**src/rtl/snn_pkg.sv**
```systemverilog
// Shared types and constants for the SNN timestep scheduler.
package snn_pkg;

    localparam int N_AXONS_DEF   = 256;
    localparam int N_NEURONS_DEF = 32;

    typedef enum logic [2:0] {
        ST_IDLE,
        ST_SCAN,
        ST_FETCH,
        ST_INTEG,
        ST_FIRE,
        ST_CAPTURE
    } state_t;

    // Register word indices (byte offset >> 2) within the window.
    localparam logic [5:0] WORD_CTRL    = 6'h00;
    localparam logic [5:0] WORD_STATUS  = 6'h01;
    localparam logic [5:0] WORD_SPIKE   = 6'h02;
    localparam logic [5:0] WORD_AXON_IN = 6'h04;

    localparam int CTRL_START    = 0;
    localparam int CTRL_IRQ_EN   = 1;
    localparam int CTRL_CLR_DONE = 2;

endpackage

```
**src/rtl/snn_sched_regs.sv**
```systemverilog
// Wishbone slave register file: decode, CTRL/STATUS/SPIKE_OUT/AXON_IN, ack and irq.
module snn_sched_regs
    import snn_pkg::*;
#(
    parameter logic [31:0] BASE_ADDR = 32'h3000_C000,
    parameter int          N_AXONS   = N_AXONS_DEF,
    parameter int          N_NEURONS = N_NEURONS_DEF,
    parameter int          AXON_W    = 8
) (
    input  logic                 clk,
    input  logic                 rst_n,
    input  logic                 wbs_cyc_i,
    input  logic                 wbs_stb_i,
    input  logic                 wbs_we_i,
    input  logic [3:0]           wbs_sel_i,
    input  logic [31:0]          wbs_adr_i,
    input  logic [31:0]          wbs_dat_i,
    output logic                 wbs_ack_o,
    output logic [31:0]          wbs_dat_o,
    input  logic                 busy,
    input  logic [AXON_W-1:0]    ptr,
    input  logic                 capture,
    input  logic [N_NEURONS-1:0] spike_i,
    output logic                 start,
    output logic [N_AXONS-1:0]   axon_in,
    output logic                 irq_o
);

    localparam int N_WORDS = N_AXONS / 32;
    localparam int WW      = (N_WORDS > 1) ? $clog2(N_WORDS) : 1;

    logic                         ack_q;
    logic [31:0]                  dat_q;
    logic                         irq_en_q;
    logic                         done_q;
    logic                         irq_q;
    logic [15:0]                  ts_count_q;
    logic [N_NEURONS-1:0]         spike_out_q;
    logic [N_WORDS-1:0][31:0]     axon_words_q;

    logic        hit, req, wr, in_axon, ctrl_wr, clr_done;
    logic [5:0]  word;
    logic [WW-1:0] widx;
    logic [31:0] rdata;
    logic        unused_adr;

    assign hit      = (wbs_adr_i[31:8] == BASE_ADDR[31:8]);
    assign req      = wbs_cyc_i & wbs_stb_i & ~ack_q & hit;
    assign wr       = req & wbs_we_i;
    assign word     = wbs_adr_i[7:2];
    assign widx     = WW'(word - WORD_AXON_IN);
    assign in_axon  = (word >= WORD_AXON_IN) && (word < WORD_AXON_IN + 6'(N_WORDS));
    assign ctrl_wr  = wr && (word == WORD_CTRL) && wbs_sel_i[0];
    // START is only honoured from idle so a stray START cannot clear DONE mid-run.
    assign start    = ctrl_wr && wbs_dat_i[CTRL_START] && !busy;
    assign clr_done = ctrl_wr && wbs_dat_i[CTRL_CLR_DONE];
    assign unused_adr = ^wbs_adr_i[1:0];

    always_comb begin
        rdata = '0;
        if (word == WORD_CTRL) begin
            rdata[CTRL_IRQ_EN] = irq_en_q;
        end else if (word == WORD_STATUS) begin
            rdata = {ts_count_q, 8'(ptr), 6'd0, done_q, busy};
        end else if (word == WORD_SPIKE) begin
            rdata = 32'(spike_out_q);
        end else if (in_axon) begin
            rdata = axon_words_q[widx];
        end
    end

    always_ff @(posedge clk or negedge rst_n) begin
        if (!rst_n) begin
            ack_q        <= 1'b0;
            dat_q        <= '0;
            irq_en_q     <= 1'b0;
            done_q       <= 1'b0;
            irq_q        <= 1'b0;
            ts_count_q   <= '0;
            spike_out_q  <= '0;
            axon_words_q <= '0;
        end else begin
            ack_q <= req;
            dat_q <= req ? rdata : '0;
            irq_q <= done_q & irq_en_q;
            if (ctrl_wr) begin
                irq_en_q <= wbs_dat_i[CTRL_IRQ_EN];
            end
            if (wr && in_axon && !busy) begin
                for (int b = 0; b < 4; b++) begin
                    if (wbs_sel_i[b]) begin
                        axon_words_q[widx][8*b +: 8] <= wbs_dat_i[8*b +: 8];
                    end
                end
            end
            // Completion outranks a simultaneous CLR_DONE.
            if (capture) begin
                done_q      <= 1'b1;
                spike_out_q <= spike_i;
                ts_count_q  <= ts_count_q + 16'd1;
            end else if (start || clr_done) begin
                done_q <= 1'b0;
            end
        end
    end

    assign wbs_ack_o = ack_q;
    assign wbs_dat_o = dat_q;
    assign irq_o     = irq_q;
    assign axon_in   = axon_words_q;

endmodule

```
**src/rtl/snn_timestep_scheduler.sv**
```systemverilog
// Sequences one SNN timestep: scan axons, fetch active rows, integrate, then fire and capture.
//   state   | meaning
//   IDLE    | waiting for START
//   SCAN    | test AXON_IN[ptr]; skip inactive axons
//   FETCH   | request synapse row ptr from the core
//   INTEG   | forward returned row as integrate enables
//   FIRE    | one leak/threshold/reset strobe
//   CAPTURE | latch spikes, bump TS_COUNT, set DONE
module snn_timestep_scheduler
    import snn_pkg::*;
#(
    parameter logic [31:0] BASE_ADDR = 32'h3000_C000,
    parameter int          N_AXONS   = N_AXONS_DEF,
    parameter int          N_NEURONS = N_NEURONS_DEF,
    parameter int          AXON_W    = 8
) (
    input  logic                 clk,
    input  logic                 rst_n,
    input  logic                 wbs_cyc_i,
    input  logic                 wbs_stb_i,
    input  logic                 wbs_we_i,
    input  logic [3:0]           wbs_sel_i,
    input  logic [31:0]          wbs_adr_i,
    input  logic [31:0]          wbs_dat_i,
    output logic                 wbs_ack_o,
    output logic [31:0]          wbs_dat_o,
    output logic [AXON_W-1:0]    axon_idx_o,
    output logic                 axon_req_o,
    input  logic [N_NEURONS-1:0] conn_i,
    output logic [N_NEURONS-1:0] integrate_en_o,
    output logic                 fire_o,
    input  logic [N_NEURONS-1:0] spike_i,
    output logic                 busy_o,
    output logic                 irq_o
);

    state_t              state_q, state_d;
    logic [AXON_W-1:0]   ptr_q, ptr_d;
    logic                start;
    logic                capture;
    logic                last;
    logic [N_AXONS-1:0]  axon_in;

    snn_sched_regs #(
        .BASE_ADDR (BASE_ADDR),
        .N_AXONS   (N_AXONS),
        .N_NEURONS (N_NEURONS),
        .AXON_W    (AXON_W)
    ) u_regs (
        .clk       (clk),
        .rst_n     (rst_n),
        .wbs_cyc_i (wbs_cyc_i),
        .wbs_stb_i (wbs_stb_i),
        .wbs_we_i  (wbs_we_i),
        .wbs_sel_i (wbs_sel_i),
        .wbs_adr_i (wbs_adr_i),
        .wbs_dat_i (wbs_dat_i),
        .wbs_ack_o (wbs_ack_o),
        .wbs_dat_o (wbs_dat_o),
        .busy      (busy_o),
        .ptr       (ptr_q),
        .capture   (capture),
        .spike_i   (spike_i),
        .start     (start),
        .axon_in   (axon_in),
        .irq_o     (irq_o)
    );

    assign last = (ptr_q == AXON_W'(N_AXONS - 1));

    always_ff @(posedge clk or negedge rst_n) begin
        if (!rst_n) begin
            state_q <= ST_IDLE;
            ptr_q   <= '0;
        end else begin
            state_q <= state_d;
            ptr_q   <= ptr_d;
        end
    end

    always_comb begin
        state_d        = state_q;
        ptr_d          = ptr_q;
        axon_req_o     = 1'b0;
        integrate_en_o = '0;
        fire_o         = 1'b0;
        capture        = 1'b0;
        case (state_q)
            ST_IDLE: begin
                if (start) begin
                    state_d = ST_SCAN;
                    ptr_d   = '0;
                end
            end
            ST_SCAN: begin
                if (axon_in[ptr_q]) begin
                    state_d = ST_FETCH;
                end else begin
                    ptr_d   = ptr_q + 1'b1;
                    state_d = last ? ST_FIRE : ST_SCAN;
                end
            end
            ST_FETCH: begin
                axon_req_o = 1'b1;
                state_d    = ST_INTEG;
            end
            ST_INTEG: begin
                integrate_en_o = conn_i;
                ptr_d          = ptr_q + 1'b1;
                state_d        = last ? ST_FIRE : ST_SCAN;
            end
            ST_FIRE: begin
                fire_o  = 1'b1;
                state_d = ST_CAPTURE;
            end
            ST_CAPTURE: begin
                capture = 1'b1;
                state_d = ST_IDLE;
            end
            default: state_d = ST_IDLE;
        endcase
    end

    assign axon_idx_o = ptr_q;
    assign busy_o     = (state_q != ST_IDLE);

endmodule

```
**config.mk**
```make
export PLATFORM = sky130hd
export DESIGN_NAME = snn_timestep_scheduler
export DESIGN_NICKNAME = d
export VERILOG_FILES = /design/src/rtl/snn_pkg.sv /design/src/rtl/snn_sched_regs.sv /design/src/rtl/snn_timestep_scheduler.sv
export SDC_FILE = /design/constraint.sdc
export NUM_CORES = 1
export LEC_CHECK = 0
export CELL_PAD_IN_SITES_DETAIL_PLACEMENT = 0
export CELL_PAD_IN_SITES_GLOBAL_PLACEMENT = 1
export CORE_ASPECT_RATIO = 1.25
export CORE_UTILIZATION = 47
export DETAILED_ROUTE_END_ITERATION = 10
export GPL_ROUTABILITY_DRIVEN = 1
export PLACE_DENSITY = 0.9
export SLEW_MARGIN = 5
export SYNTH_ARGS = -nofsm -noshare
export SYNTH_HDL_FRONTEND = slang
export SYNTH_SLANG_ARGS = --single-unit
```
**constraint.sdc**
```tcl
create_clock -name clk -period 3.7 [get_ports clk]
set_input_delay 0.74 -clock clk [delete_from_list [all_inputs] [get_ports clk]]
set_output_delay 0.74 -clock clk [all_outputs]
set_load 0.05 [all_outputs]
```
==> results.yml, run 1 <==
timing:
  finalHoldViolCount: 0
  finalClockSkew_ns: 0.0156
  slew_headroom_pct: 35.3
  hold_slack_ns: 0.168
  rsz0062_at_grt: "false"
  worst_slew_pin_slew_ns: 0.969
  fin_crit_sh_pct: 95.0
  timing.fmax_ghz: 0.284
  final-max-slew-violation-count: 0
  period_minus_slack_ns: 3.52
  setup_viol: 0
  worst_slack_ns: 0.183
cts:
  htree_levels: 2
  cts_buffer_depth: 3
  tritoncts: "built"
  clock_latency_ns: 0.54
  cts-root-buf: "clkbuf_16"
  numCtsBuffers: 34
  clock-sinks: 351
  cts_hold_buf: 0
  cts.clk_slew.worst_paths_ns: 0.07
setup_path:
  path_cells: "buf_12 > mux4_2 > mux2i_1 > mux2i_1 > a2111oi_1 > a21oi_1 > a221o_2 > a2111oi_4 > mux2i_1"
  cpPeakStageDelay_ns: 0.58
  worstPathRequired_ns: 4.15
  ff2ff_path_depth: 9
  cp.arrival_ns: 3.97
  cp_num_buf_inv: 1
  cp_common_cell: "mux2i_1"
  cp.depth: 9
  critPathLaunchType: "flop"
  critPathTopFamily: "compound AO/OA/AOI/OAI gates"
  critical_path.slowest_cell: "dfrtp_4"
  criticalPathCategory: "reg2reg"
  endpoint_kind: "flop"
  path_max_fanout: 14
routing:
  drt_iter0_drc: 1189
  vias_per_cell: 6.16
  wl_per_cell_um: 25.2
  drtPass1Iterations: 6
  drtAntennaViolNets: 0
  drt_drc_violations_left: 0
  drt_wl_total_um: 52400
  vias: 12821
global_routing:
  grt_usage_pct: 27.3
  grt_pass1_wl_um: 80900
  grt-ovfl-total: 0
  grt_pass1_vias: 13425
  grt_start_max_net_pins: 74
  antenna_found_initial: 1
yosys:
  postSynthCellCount: 1336
  yosysUniqueCellTypes: 54
  seq_area_frac_synth_pct: 48.6
  synth_edf_count: 0
  yosys-top-cells-area: "dfrtp_1, mux2_2, mux4_2"
  syn_nets: 1475
  synth.cell_area_um2: 18100
  synth_largest_area_cell: "dfrtp_1"
  synth_top_area_share_pct: 48.6
  synth_area_per_cell_um2: 13.5
  synthFlopType: "dfrtp_1"
  synth-seq-cells: 351
  synth_warnings: 0
  synth_async_sr_flop_share_pct: 100
die:
  rows: 79
  io_pins: 214
  dieArea_um2: 39200
  dieHeight_um: 221
  die_w_um: 177
  coreArea_um2: 37600
  initial_utilization_pct: 48.1
final_layout:
  layout.area.seq_um2: 8790
  final_cell_mix: "dfrtp_1, mux2_2, clkdlybuf4s50_1, nand2_1, mux4_2"
  final_cell_count_no_fill: 2080
  fill_cells: 2912
  utilization_pct: 59.3
  syn2layout_area_growth_pct: 23.4
  nNetsFinal: 1706
  final_common_cell: "dfrtp_1"
  multi_input_area_um2: 8880
  layout-drive-gt1-share_pct: 35.9
power_and_ir_drop:
  switchingPower_mw: 1.75
  seqPwrFrac_pct: 46.9
  power_density_nw_per_um2: 367
  irDropWorstVdd_v: 0.000302
  intPower_mw: 6.42
  clock_power_share_pct: 48.0
  p_total_mw: 8.17
  p_comb_share_pct: 5.1
  p_leak_nw: 10.3
  switching_share_pct: 21.5
placed_design:
  place_congestion: 0.946
  dp_hpwl_um: 37900
  pre_cts_ws_ns: -0.0720
  dp_cells: 2016
  portBuffers: 211
run_status:
  status: "finished, final reports clean"
flow_run:
  maxCapViolCount: 0
worst_hold_path:
  min_path_type: "in2async"
logic make-up after synthesis:
logic type / after synthesis / synth area share, %
multiplexers: 442 / 35.2
adder cells (fa/ha/maj): 2 / 0.139
AO/OA/AOI/OAI: 86 / 4.01
XOR/XNOR: 16 / 0.776
AND/OR/NAND/NOR: 345 / 8.94
buffers and inverters: 94 / 2.29
flip-flops: 351 / 48.6
area by class of cell:
class / count / area share (%)
tap: 486 / 2.73
multi-input combinational: 891 / 39.8
antenna: 1 / 0.0112
clock buffer: 46 / 4.49
sequential: 351 / 39.5
timing repair buffer: 279 / 12.1
inverter: 10 / 0.168
clock inverter: 16 / 1.19
per-stage QoR:
stage	area (um2)	TNS (ns)
2_1_floorplan	18100	0
3_3_place_gp	21000	-0.148
4_1_cts	22300	0
6_report	22300	0
5_1_grt	22300	0
3_5_place_dp	21000	-1.27
worst register-to-register path: cells and delay by family (launching register included):
family,cells,cell delay (ns)
compound gates,4,1.60
mux,4,1.06
flops,1,0.58
buf+inv,1,0.21
worst paths after layout:
| kind | from | to | slack, ns |
|---|---|---|---|
| worst max-delay path | axon_idx_o[1] | axon_idx_o[7] | 0.18 |
| worst min-delay path | rst_n | u_regs.wbs_dat_o[22] | 0.17 |
| worst max register to register | axon_idx_o[1] | axon_idx_o[7] | 0.18 |
| worst min register to register | u_regs.spike_out_q[27] | u_regs.spike_out_q[27] | 0.48 |
| max in group asynchronous | rst_n | u_regs.axon_in[141] | 2.65 |
| min in group clk | u_regs.spike_out_q[27] | u_regs.spike_out_q[27] | 0.48 |
synthesized netlist by cell type, drive strengths merged (13+ instances only):
cell type / instances
o21ai: 13
dfrtp: 351
mux2i: 36
clkbuf: 58
nand2: 170
nand3: 21
buf: 26
xnor2: 14
mux4: 124
and2: 39
a222oi: 25
nor2b: 13
mux2: 282
nor2: 46
timing repair:
action | CTS | global route
setup buffers | 0 | 1
hold endpoints to repair | 0 | 0
setup endpoints to repair | 0 | 2
gates resized for setup | 0 | 2
metal layers:
metal  track usage [%]  vias up  part of all wire, %
met1              34.7     6614                   38
met5                 0        -                    0
met3              4.83      111                  7.7
met2              46.0      619                   50
met4              10.9        0                  4.0
li1                  -     5477                    -
flip-flops by register name, indices dropped and copies added, names as in the netlist:
register,flops
u_regs.axon_in,256
u_regs.spike_out_q,32
u_regs.wbs_dat_o,32
u_regs.ts_count_q,16
axon_idx_o,8
state_q,3
u_regs.done_q,1
u_regs.irq_en_q,1
u_regs.irq_o,1
u_regs.wbs_ack_o,1
power groups by stage:
stage | combinational, mW | sequential [mW] | clock [mW]
floorplan | 0.0967 | 3.91 | 0
global placement | 0.411 | 3.91 | 0
detailed placement | 0.417 | 3.91 | 0
CTS | 0.420 | 3.84 | 3.97
global route | 0.447 | 3.83 | 4.11
finish | 0.414 | 3.84 | 3.92
No activity file was read; power rests on OpenSTA's default activity.
==> run 2, diff against run 1 <==
TNS_END_PERCENT = 1   (was unset)
==> results of run 2 <==
No change in the layout: final DEF, timing and power equal those of run 1.
